**config.mk**
```make
export PLATFORM = sky130hd
export DESIGN_NAME = uart_cmd_frame_tx
export DESIGN_NICKNAME = d
export VERILOG_FILES = /design/src/rtl/uart_cmd_frame_tx.sv
export SDC_FILE = /design/constraint.sdc
export NUM_CORES = 1
export LEC_CHECK = 0
export ABC_AREA = 1
export ABC_CLOCK_PERIOD_IN_PS = 2450
export CAP_MARGIN = 20
export CORE_ASPECT_RATIO = 0.5
export CORE_MARGIN = 4
export CORE_UTILIZATION = 25
export DETAILED_ROUTE_END_ITERATION = 7
export GPL_TIMING_DRIVEN = 0
export PLACE_DENSITY_LB_ADDON = 0.08
export SLEW_MARGIN = 15
export SYNTH_ARGS = -nofsm -noshare
export SYNTH_HDL_FRONTEND = slang
export SYNTH_SLANG_ARGS = --single-unit
```
**constraint.sdc**
```tcl
create_clock -name CLK -period 2.45 [get_ports CLK]
set_clock_uncertainty 0.2 [all_clocks]
set_input_delay 0.49 -clock CLK [delete_from_list [all_inputs] [get_ports CLK]]
set_output_delay 0.49 -clock CLK [all_outputs]
set_load 0.1 [all_outputs]
```
**src/rtl/uart_cmd_frame_tx.sv**
```systemverilog
// uart_cmd_frame_tx: turns one host command into protocol bytes and sends each as a UART frame (CLK/Reset, Cmd_* in, Tx_serial/Busy/Frame_done out)
module uart_cmd_frame_tx #(
  parameter int width = 8,
  parameter int addr_width = 4,
  parameter int Gap_bits = 1
) (
  input  logic                  CLK,
  input  logic                  Reset,
  input  logic                  Cmd_valid,
  input  logic [1:0]            Cmd_type,
  input  logic [addr_width-1:0] Addr,
  input  logic [width-1:0]      Data_A,
  input  logic [width-1:0]      Data_B,
  input  logic [3:0]            Fun,
  input  logic                  Parity_EN,
  input  logic                  Parity_type,
  input  logic [4:0]            Prescale,
  output logic                  Tx_serial,
  output logic                  Busy,
  output logic                  Frame_done
);
  typedef enum logic [2:0] {IDLE, START, DATA, PARITY, STOP, GAP, DONE} state_t;
  localparam logic [7:0] DATA_LAST = 8'(width - 1);
  localparam logic [7:0] GAP_LAST = 8'(Gap_bits - 1);
  state_t state;
  logic [4:0] cyc, p_last, p_clamp;
  logic [7:0] bcnt;
  logic [2:0] nleft, cmd_len;
  logic [4*width-1:0] frm, cmd_frm;
  logic [width-1:0] shf, cur;
  logic pe_q, pt_q, bit_end, adv;
  always_comb begin
    cmd_frm = Cmd_type == 2'd0 ? {{width{1'b0}}, Data_A, width'(Addr), width'(8'hAA)} :
              Cmd_type == 2'd1 ? {{(2*width){1'b0}}, width'(Addr), width'(8'hBB)} :
              Cmd_type == 2'd2 ? {width'(Fun), Data_B, Data_A, width'(8'hCC)} :
                                 {{(2*width){1'b0}}, width'(Fun), width'(8'hDD)};
    cmd_len = Cmd_type == 2'd0 ? 3'd3 : Cmd_type == 2'd2 ? 3'd4 : 3'd2;
    p_clamp = Prescale < 5'd4 ? 5'd3 : Prescale - 5'd1;
    cur = frm[width-1:0];
    bit_end = cyc == p_last;
    adv = bit_end && ((state == STOP && Gap_bits == 0) || (state == GAP && bcnt == GAP_LAST));
  end
  always_ff @(posedge CLK or negedge Reset)
    if (!Reset) begin
      state <= IDLE;
      Tx_serial <= 1'b1;
      Busy <= 1'b0;
      Frame_done <= 1'b0;
      cyc <= '0;
      p_last <= '0;
      bcnt <= '0;
      nleft <= '0;
      frm <= '0;
      shf <= '0;
      pe_q <= 1'b0;
      pt_q <= 1'b0;
    end else begin
      Frame_done <= 1'b0;
      cyc <= (state == IDLE || state == DONE || bit_end) ? '0 : cyc + 5'd1;
      case (state)
        IDLE, DONE: begin
          if (Cmd_valid) begin
            frm <= cmd_frm;
            nleft <= cmd_len;
            p_last <= p_clamp;
            pe_q <= Parity_EN;
            pt_q <= Parity_type;
            state <= START;
            Tx_serial <= 1'b0;
            Busy <= 1'b1;
          end else state <= IDLE;
        end
        START: if (bit_end) begin
          state <= DATA;
          Tx_serial <= cur[0];
          shf <= cur >> 1;
          bcnt <= '0;
        end
        DATA: if (bit_end) begin
          if (bcnt == DATA_LAST) begin
            state <= pe_q ? PARITY : STOP;
            Tx_serial <= pe_q ? (^cur ^ pt_q) : 1'b1;
          end else begin
            bcnt <= bcnt + 8'd1;
            Tx_serial <= shf[0];
            shf <= shf >> 1;
          end
        end
        PARITY: if (bit_end) begin
          state <= STOP;
          Tx_serial <= 1'b1;
        end
        STOP: if (bit_end) begin
          state <= GAP;
          bcnt <= '0;
        end
        GAP: if (bit_end) bcnt <= bcnt + 8'd1;
        default: state <= IDLE;
      endcase
      if (adv) begin
        if (nleft == 3'd1) begin
          state <= DONE;
          Busy <= 1'b0;
          Frame_done <= 1'b1;
        end else begin
          state <= START;
          Tx_serial <= 1'b0;
          nleft <= nleft - 3'd1;
          frm <= frm >> width;
        end
      end
    end
endmodule

```
**Word level (Yosys, flattened, before mapping)**

Cells that the tools add are included.

- $add $sub $neg: 4
- Order comparisons: 1
- Equal/unequal tests: 22
- Muxes and demuxes: 49
- Bitwise operators: 1
- Reductions and logical operators: 16

Operator list:

| kind | number |
|---|---|
| $mux W32 | 4 |
| $mux W28 | 3 |
| $mux W8 | 7 |
| $mux W3 | 14 |
| $pmux W8 S3 | 1 |
| $pmux W3 S6 | 1 |
| $pmux W8 S2 | 1 |
| $mux W1 | 15 |
| $ne A3 B3 Y1 const B | 5 |
| $mux W5 | 2 |
| $ne A2 B2 Y1 const B | 5 |
| $eq A3 B3 Y1 const B | 3 |
| $add A8 B1 Y8 const B | 1 |
| $eq A8 B3 Y1 const B | 1 |
| $logic_not A8 Y1 | 1 |
| $reduce_xor A8 Y1 | 1 |
| $eq A3 B1 Y1 const B | 2 |
| $eq A3 B2 Y1 const B | 2 |
| $reduce_and A6 Y1 | 1 |
| $add A5 B1 Y5 const B | 1 |
| $eq A5 B5 Y1 | 1 |
| $lt A5 B3 Y1 const B | 1 |
| $reduce_and A5 Y1 | 1 |
| $sub A5 B1 Y5 const B | 1 |
| 15 further kinds | 18 |

- Bits in registers: 69
- Input bits: 36
- Output and inout port bits: 3
- Word-level logic and storage cells: 105

**Longest topological paths before layout**

Gate-level depths: netlist of the first run.

- Depth after elaboration: 8
- Gate-level depth with buffers: 13
- Depth with buffers taken out: 13

**Least setup slack after synthesis of the first run**

Ideal clock, no wire load.

- Kind: register -> register
- Start: register cyc[0]
- End: register frm[9]
- Library setup time: 0.117 ns
- Arrival time: 1.511 ns
- Path slack: 0.623 ns
- Cell stages (with the launch flop): 11
- Clock period less this slack: 1.827 ns
- Path through: dfrtp_1 > xor2_1 > nor3_1 > nand2_2 > inv_2 > nand2_2 > nor2_8 > inv_4 > or2_1 > o21ai_1 > inv_2

- Word-level cells in the longest chain between the ends: 3

Ends and longest elaborated chain:

| item | RTL line | RTL |
|---|---|---|
| start: declaration | 26 | `logic [4:0] cyc, p_last, p_clamp;` |
| start signal: assignment | 59 | `cyc <= (state == IDLE \|\| state == DONE \|\| bit_end) ? '0 : cyc + 5'd1;` |
| $eq A5 B5 Y1 | 40 | `bit_end = cyc == p_last;` |
| $logic_and A1 B1 Y1 | 41 | `adv = bit_end && ((state == STOP && Gap_bits == 0) \|\| (state == GAP && bcnt == GAP_LAST));` |
| $mux W32 | 100 | `if (adv) begin` |
| end signal: assignment | 63 | `frm <= cmd_frm;` |
| end signal: assignment | 109 | `frm <= frm >> width;` |
| end: declaration | 29 | `logic [4*width-1:0] frm, cmd_frm;` |

Every way passes these cells.
A chain may end at the register's enable or synchronous reset.

**Worst setup path after layout of the first run**

- Start: register Tx_serial
- End: output Tx_serial

RTL lines:

| item | RTL line | RTL |
|---|---|---|
| start: declaration | 18 | `output logic Tx_serial,` |
| start signal: assignment | 75 | `Tx_serial <= cur[0];` |
| start signal: assignment | 82 | `Tx_serial <= pe_q ? (^cur ^ pt_q) : 1'b1;` |
| start signal: assignment | 85 | `Tx_serial <= shf[0];` |

No word-level cell between the ends.

==> results of run 1 <==
-- state kept, by name, indices dropped and copies added (netlist names), 3 cells and up --
name / cells
p_last: 5
cyc: 5
bcnt: 8
nleft: 3
frm: 32
shf: 7
state: 3
-- cells in the mapped netlist (2+ instances only) --
| master | n | area [sq um] |
|---|---|---|
| nand2_2 | 4 | 25.0 |
| clkbuf_1 | 3 | 11.3 |
| o211ai_1 | 8 | 60.1 |
| nor2_2 | 2 | 12.5 |
| inv_2 | 9 | 33.8 |
| buf_2 | 9 | 45.0 |
| xnor2_1 | 6 | 52.6 |
| dfrtp_1 | 67 | 1680 |
| or2_1 | 4 | 25.0 |
| o22ai_1 | 2 | 12.5 |
| nand4_1 | 2 | 12.5 |
| a22oi_1 | 3 | 22.5 |
| a21oi_1 | 19 | 95.1 |
| nand2_1 | 119 | 447 |
| nor2_1 | 52 | 195 |
| nand3_1 | 24 | 120 |
| inv_1 | 61 | 229 |
| ha_1 | 6 | 75.1 |
| nor2_8 | 2 | 40.0 |
| xor2_1 | 6 | 52.6 |
| o21ai_1 | 8 | 40.0 |
| a31oi_1 | 16 | 100 |
| o21ai_2 | 2 | 17.5 |
| buf_6 | 2 | 22.5 |
| nor3_1 | 6 | 30.0 |
| o21ai_0 | 34 | 170 |
| nor2_4 | 2 | 22.5 |
| o21a_1 | 3 | 22.5 |
-- layer usage --
| layer | share of wire (%) | routed length (microns) | GRT usage, % | vias to the layer above |
|---|---|---|---|---|
| met5 | 0 | 0 | 0 | - |
| met4 | 1.4 | 146 | 3.68 | 0 |
| met3 | 3.5 | 359 | 2.90 | 12 |
| met2 | 44 | 4530 | 21.0 | 44 |
| met1 | 51 | 5250 | 16.7 | 1491 |
| li1 | - | - | - | 1696 |
-- worst paths after layout --
path                            slack, ns                start             endpoint
min in group asynchronous            0.44                Reset    frm[27]$_DFF_PN0_
worst max-delay path                 0.05  Tx_serial$_DFF_PN1_            Tx_serial
worst min register to register       0.28  Tx_serial$_DFF_PN1_  Tx_serial$_DFF_PN1_
worst min-delay path                 0.28  Tx_serial$_DFF_PN1_  Tx_serial$_DFF_PN1_
worst max register to register       0.29     cyc[0]$_DFF_PN0_    frm[15]$_DFF_PN0_
max in group asynchronous            0.98                Reset  Tx_serial$_DFF_PN1_
-- cells by family (layout without fill, tap and decap cells) --
family	count (synthesis)	in the layout	share of synthesized area (%)
XOR/XNOR	12	12	2.77
flip-flops	68	68	44.9
AO/OA/AOI/OAI	100	100	15.3
adder cells (fa/ha/maj)	6	6	1.98
buffers and inverters	87	142	9.46
AND/OR/NAND/NOR	222	222	25.6
-- power breakdown --
group	leakage (nW)	switching [mW]	internal (mW)	total, mW
Sequential	0.863	0.294	1.51	1.81
Clock	0.131	0.557	0.701	1.26
Combinational	1.24	1.17	0.700	1.86
Total	2.23	2.02	2.91	4.93
-- layout make-up --
cell class                 instances  area (sq um)
inverter                          72           273
timing repair buffer              40           404
clock inverter                     7          60.1
tap                              198           248
multi-input combinational        340          1730
clock buffer                       9           225
buffer                            14          82.6
fill                            1593          9930
sequential                        68          1700
-- timing repair --
action | 4_1_cts | 5_1_grt
gates resized for setup | 3 | 0
hold endpoints to repair | 34 | 0
setup endpoints to repair | 3 | 8
cloned | 0 | 0
hold buffers | 1 | 0
pin swaps | 0 | 0
==> results.txt, run 1 <==
status - finished clean
Vias/cell - 4.34
DRC Markers - 0
floorplan core area - 14700 sq um
PD cells - 1040 nW/um^2
# clock sinks - 68
routed wire length - 10300 microns
CP max stage delay - 0.84 ns
CTS clk-pin slew, worst paths - 0.06 ns
Register-to-Register Path Depth - 10
slowest cell on the critical path - dlygate4sd2_1
Vias - 3243
drt first pass iters - 4
DP Worst Slack - -0.269 ns
Max Slew Vio Count - 0
Num CTS Buffers - 9
hold slack - 0.281 ns
initial antenna violation count - 0
Final Worst Setup Slack - 0.0544 ns
leakage - 2.23 nW
EDFF count, synth - 0
Gate Count Post-Synth - 495
vias in the first global route - 3404
cell family with the largest share of critical-path delay - buffers and inverters
Setup Buffers After CTS - 0
Tcrit/Tclk final - 97.8%
WHS Path Cells - 2
RSZ-0062 raised after global routing - no
TritonCTS clock tree - built
Cell Rows - 31
Starting DRT DRC Count - 133
dpl hpwl - 7690 microns
Final Util - 32.3%
kind of critical path - reg2out
Syn Nets - 537
final antenna-violating net count - 0
Diodes inserted - 0
post-synthesis to final-layout area growth - 24.6%
max-cap violation count - 0
most frequent cells in the layout - nand2_1, dfrtp_1, inv_1
crit-path cells - dlygate4sd2_1
routed length per instance - 13.8 microns
Starting Density - 25.9%
Overall Power - 4.93 mW
Synth Flop Type - dfrtp_1
Final Hold Vio Count - 0
GRT Total Usage - 12.7%
Synth Register Bits - 68
Root Buffer - clkbuf_16
syn avg cell area - 7.67 sq um
CP Depth - 1
fin area - 4730 sq um
# port buffers - 38
Worst Path Max Fanout - 2
Max IR drop VDD - 0.368 mV
normalized max-slew margin - 36.4%
setup_tns - 0 ns
H-tree levels - 3
f_max - 417 MHz
buffer and inverter count on the worst path - 1
Synthesis Warnings - 0
total gr overflow - 0
placed inst area - 4440 sq um
Ports - 39
Setup-failing EPs final - 0
first-pass GRT wire length - 17300 microns
Layout Cells excl Fill - 748
die footprint - 17300 sq um
# nets final - 587
die width - 182 microns
critical path data arrival time - 1.71 ns
largest net degree at the start of global routing - 36
share of layout cells above drive strength 1 - 10.2%
Least-Margin Pin Slew - 0.958 ns
Clk Latency, worst-skew pair - 0.34 ns
Yosys cell types - 42
ys async rst share - 100%
cell total after placement - 732
routability cong. - 0.756
post-route minimum period - 2.40 ns
CTS Buffer Depth - 2
sequential element share of the synthesized area - 44.9%
mapped cell area - 3800 sq um
Critical Path Source Type - flop
Min-Delay Path Class - reg2reg
most common cell after layout, fill and taps aside - nand2_1
CP endpoint kind - output port
die height - 95.1 microns
CP Data Required Time - 1.76 ns
Power figures use the tool's default switching activity.
==> run 2, diff against run 1 <==
--- a/config.mk
+++ b/config.mk
@@ -14,6 +14,7 @@
 export DETAILED_ROUTE_END_ITERATION = 7
 export GPL_TIMING_DRIVEN = 0
 export PLACE_DENSITY_LB_ADDON = 0.08
+export RECOVER_POWER = 100
 export SLEW_MARGIN = 15
 export SYNTH_ARGS = -nofsm -noshare
 export SYNTH_HDL_FRONTEND = slang
==> run 2 against run 1 <==
  * Final cell count is the same
  * Worst setup slack barely moved
  * Global-route usage unchanged
  * Power shrank 0.68%
  * Wire length is essentially flat
  * Combinational power barely moved
  * Clock power about the same
  * Critical path type unchanged
==> results.txt, run 2 (synthesis results as in run 1) <==
DRC Markers - 0 (unchanged)
routed wire length - 10300 microns (about the same)
min-delay src - Tx_serial$_DFF_PN1_
PD cells - 1050 nW/um^2 (+0.30%)
Reg-to-Reg Start - cyc[0]$_DFF_PN0_
Setup-failing EPs final - 0 (unchanged)
# clock sinks - 68 (unchanged)
first-pass GRT wire length - 17300 microns (unchanged)
Clk Latency, worst-skew pair - 0.34 ns (about the same)
DP Worst Slack - -0.269 ns (unchanged)
crit-path cells - dlygate4sd2_1
post-route minimum period - 2.40 ns (-0.000196 ns)
Final Hold Vio Count - 0 (unchanged)
critical path data arrival time - 1.71 ns (about the same)
Starting Density - 25.9% (unchanged)
max-cap violation count - 0 (unchanged)
Vias/cell - 4.35 (+0.28%)
final antenna-violating net count - 0 (unchanged)
normalized max-slew margin - 21.9% (-14 points)
Psw - 2.00 mW (-0.76%)
Least-Margin Pin Slew - 1.18 ns (+0.218 ns)
Final Worst Setup Slack - 0.0546 ns (+0.000196 ns)
Cell Rows - 31 (unchanged)
Max IR drop VDD - 0.365 mV (-0.57%)
routed length per instance - 13.8 microns (about the same)
Starting DRT DRC Count - 127 (-4.5%)
Pint - 2.90 mW (-0.63%)
CTS clk-pin slew, worst paths - 0.06 ns (about the same)
Min-Delay Path Class - reg2reg
Vias - 3252 (+0.28%)
f_max - 417 MHz (about the same)
share of power burned in registers - 36.9% (+0.3 points)
most common cell after layout, fill and taps aside - nand2_1
TritonCTS clock tree - built
sw frac - 40.9% (about the same)
dpl hpwl - 7690 microns (unchanged)
max FFs per register - 32 (unchanged)
Root Buffer - clkbuf_16
setup_tns - 0 ns (unchanged)
share of layout cells above drive strength 1 - 9.09% (-1.1 points)
CP max stage delay - 0.84 ns (about the same)
total gr overflow - 0 (unchanged)
kind of critical path - reg2out
Critical Path Source Type - flop
flop-to-flop setup slack - 0.18 ns (-0.11 ns)
post-synthesis to final-layout area growth - 23.4%
Num CTS Buffers - 9 (unchanged)
leakage - 2.22 nW (-0.70%)
H-tree levels - 3 (unchanged)
top flop regs - frm x32, bcnt x8, shf x7
die height - 95.1 microns (unchanged)
largest net degree at the start of global routing - 36 (unchanged)
combinational share of power - 37.4% (-0.4 points)
GRT Total Usage - 12.7% (unchanged)
Worst Path Max Fanout - 2 (unchanged)
die footprint - 17300 sq um (unchanged)
vias in the first global route - 3404 (unchanged)
Tcrit/Tclk final - 97.8% (about the same)
Max Slew Vio Count - 0 (unchanged)
buffer and inverter count on the worst path - 1 (unchanged)
Diodes inserted - 0 (unchanged)
CTS Buffer Depth - 2 (unchanged)
most frequent cells in the layout - nand2_1, dfrtp_1, inv_1
CP endpoint kind - output port
# port buffers - 38 (unchanged)
drt first pass iters - 4 (unchanged)
Ports - 39 (unchanged)
cell family with the largest share of critical-path delay - buffers and inverters
slowest cell on the critical path - dlygate4sd2_1
CP Data Required Time - 1.76 ns (about the same)
Crit. Startpoint - Tx_serial$_DFF_PN1_
status - finished clean
register name with the most flops - frm
die width - 182 microns (unchanged)
floorplan core area - 14700 sq um (unchanged)
# nets final - 587 (unchanged)
clock power share - 25.7% (+0.2 points)
routability cong. - 0.756 (unchanged)
initial antenna violation count - 0 (unchanged)
RSZ-0062 raised after global routing - no
==> run 2: final timing paths <==
check / depth (start not counted) / to
max: 1 / Tx_serial
min: 2 / Tx_serial$_DFF_PN1_
max reg2reg: 10 / frm[15]$_DFF_PN0_
min reg2reg: 2 / Tx_serial$_DFF_PN1_
max in group asynchronous: 3 / Tx_serial$_DFF_PN1_
min in group asynchronous: 2 / frm[27]$_DFF_PN0_
==> run 2: repair_timing <==
item,CTS,global route
buffers inserted,0,0
hold buffers,1,0
resized for setup,3,0
endpoints found under the setup margin,3,8
cloned,0,0
pin swaps,0,0
endpoints found under the hold margin,34,0
==> run 2: power by group through the flow <==
stage	registers (mW)	clock network, mW	logic, mW
after floorplan	1.77	0	1.40
after global placement	1.83	0	1.89
after detailed placement	1.82	0	1.91
after CTS	1.81	1.31	1.91
after global routing	1.86	1.35	2.14
final	1.80	1.26	1.83
==> run 2: through the flow <==
stage	hold slack, ns	power [mW]	cell area [sq um]	cells	util (%)
floorplan	-0.00559	3.17	3800	495	-
global placement	0.272	3.71	4420	731	30.2
detailed placement	0.271	3.73	4440	732	30.3
CTS	0.285	5.02	4730	749	32.3
global route	0.302	5.35	4680	748	31.9
finish	0.281	4.90	4680	748	31.9
==> run 2: layer usage <==
metal | up-vias | global-route usage (%) | part of all wire (%)
li1 | 1700 | - | -
met1 | 1498 | 16.7 | 51
met3 | 12 | 2.90 | 3.5
met2 | 42 | 21.0 | 44
met5 | - | 0 | 0
met4 | 0 | 3.68 | 1.5
==> run 2: final cells by class <==
class | count | area [sq um]
clock buffers | 9 | 225
flip-flops and latches | 68 | 1700
multi-input cells | 340 | 1720
plain buffers | 14 | 76.3
inverters | 72 | 273
fillers | 1603 | 9980
clock inverters | 7 | 60.1
well taps | 198 | 248
repair buffers | 40 | 379
==> run 3, diff against run 2 <==
--- a/config.mk
+++ b/config.mk
@@ -15,6 +15,7 @@
 export GPL_TIMING_DRIVEN = 0
 export PLACE_DENSITY_LB_ADDON = 0.08
 export RECOVER_POWER = 100
+export SKIP_LAST_GASP = 1
 export SLEW_MARGIN = 15
 export SYNTH_ARGS = -nofsm -noshare
 export SYNTH_HDL_FRONTEND = slang
==> results of run 3 <==
Same layout as run 2: the final DEF is identical, and so are final timing and power.
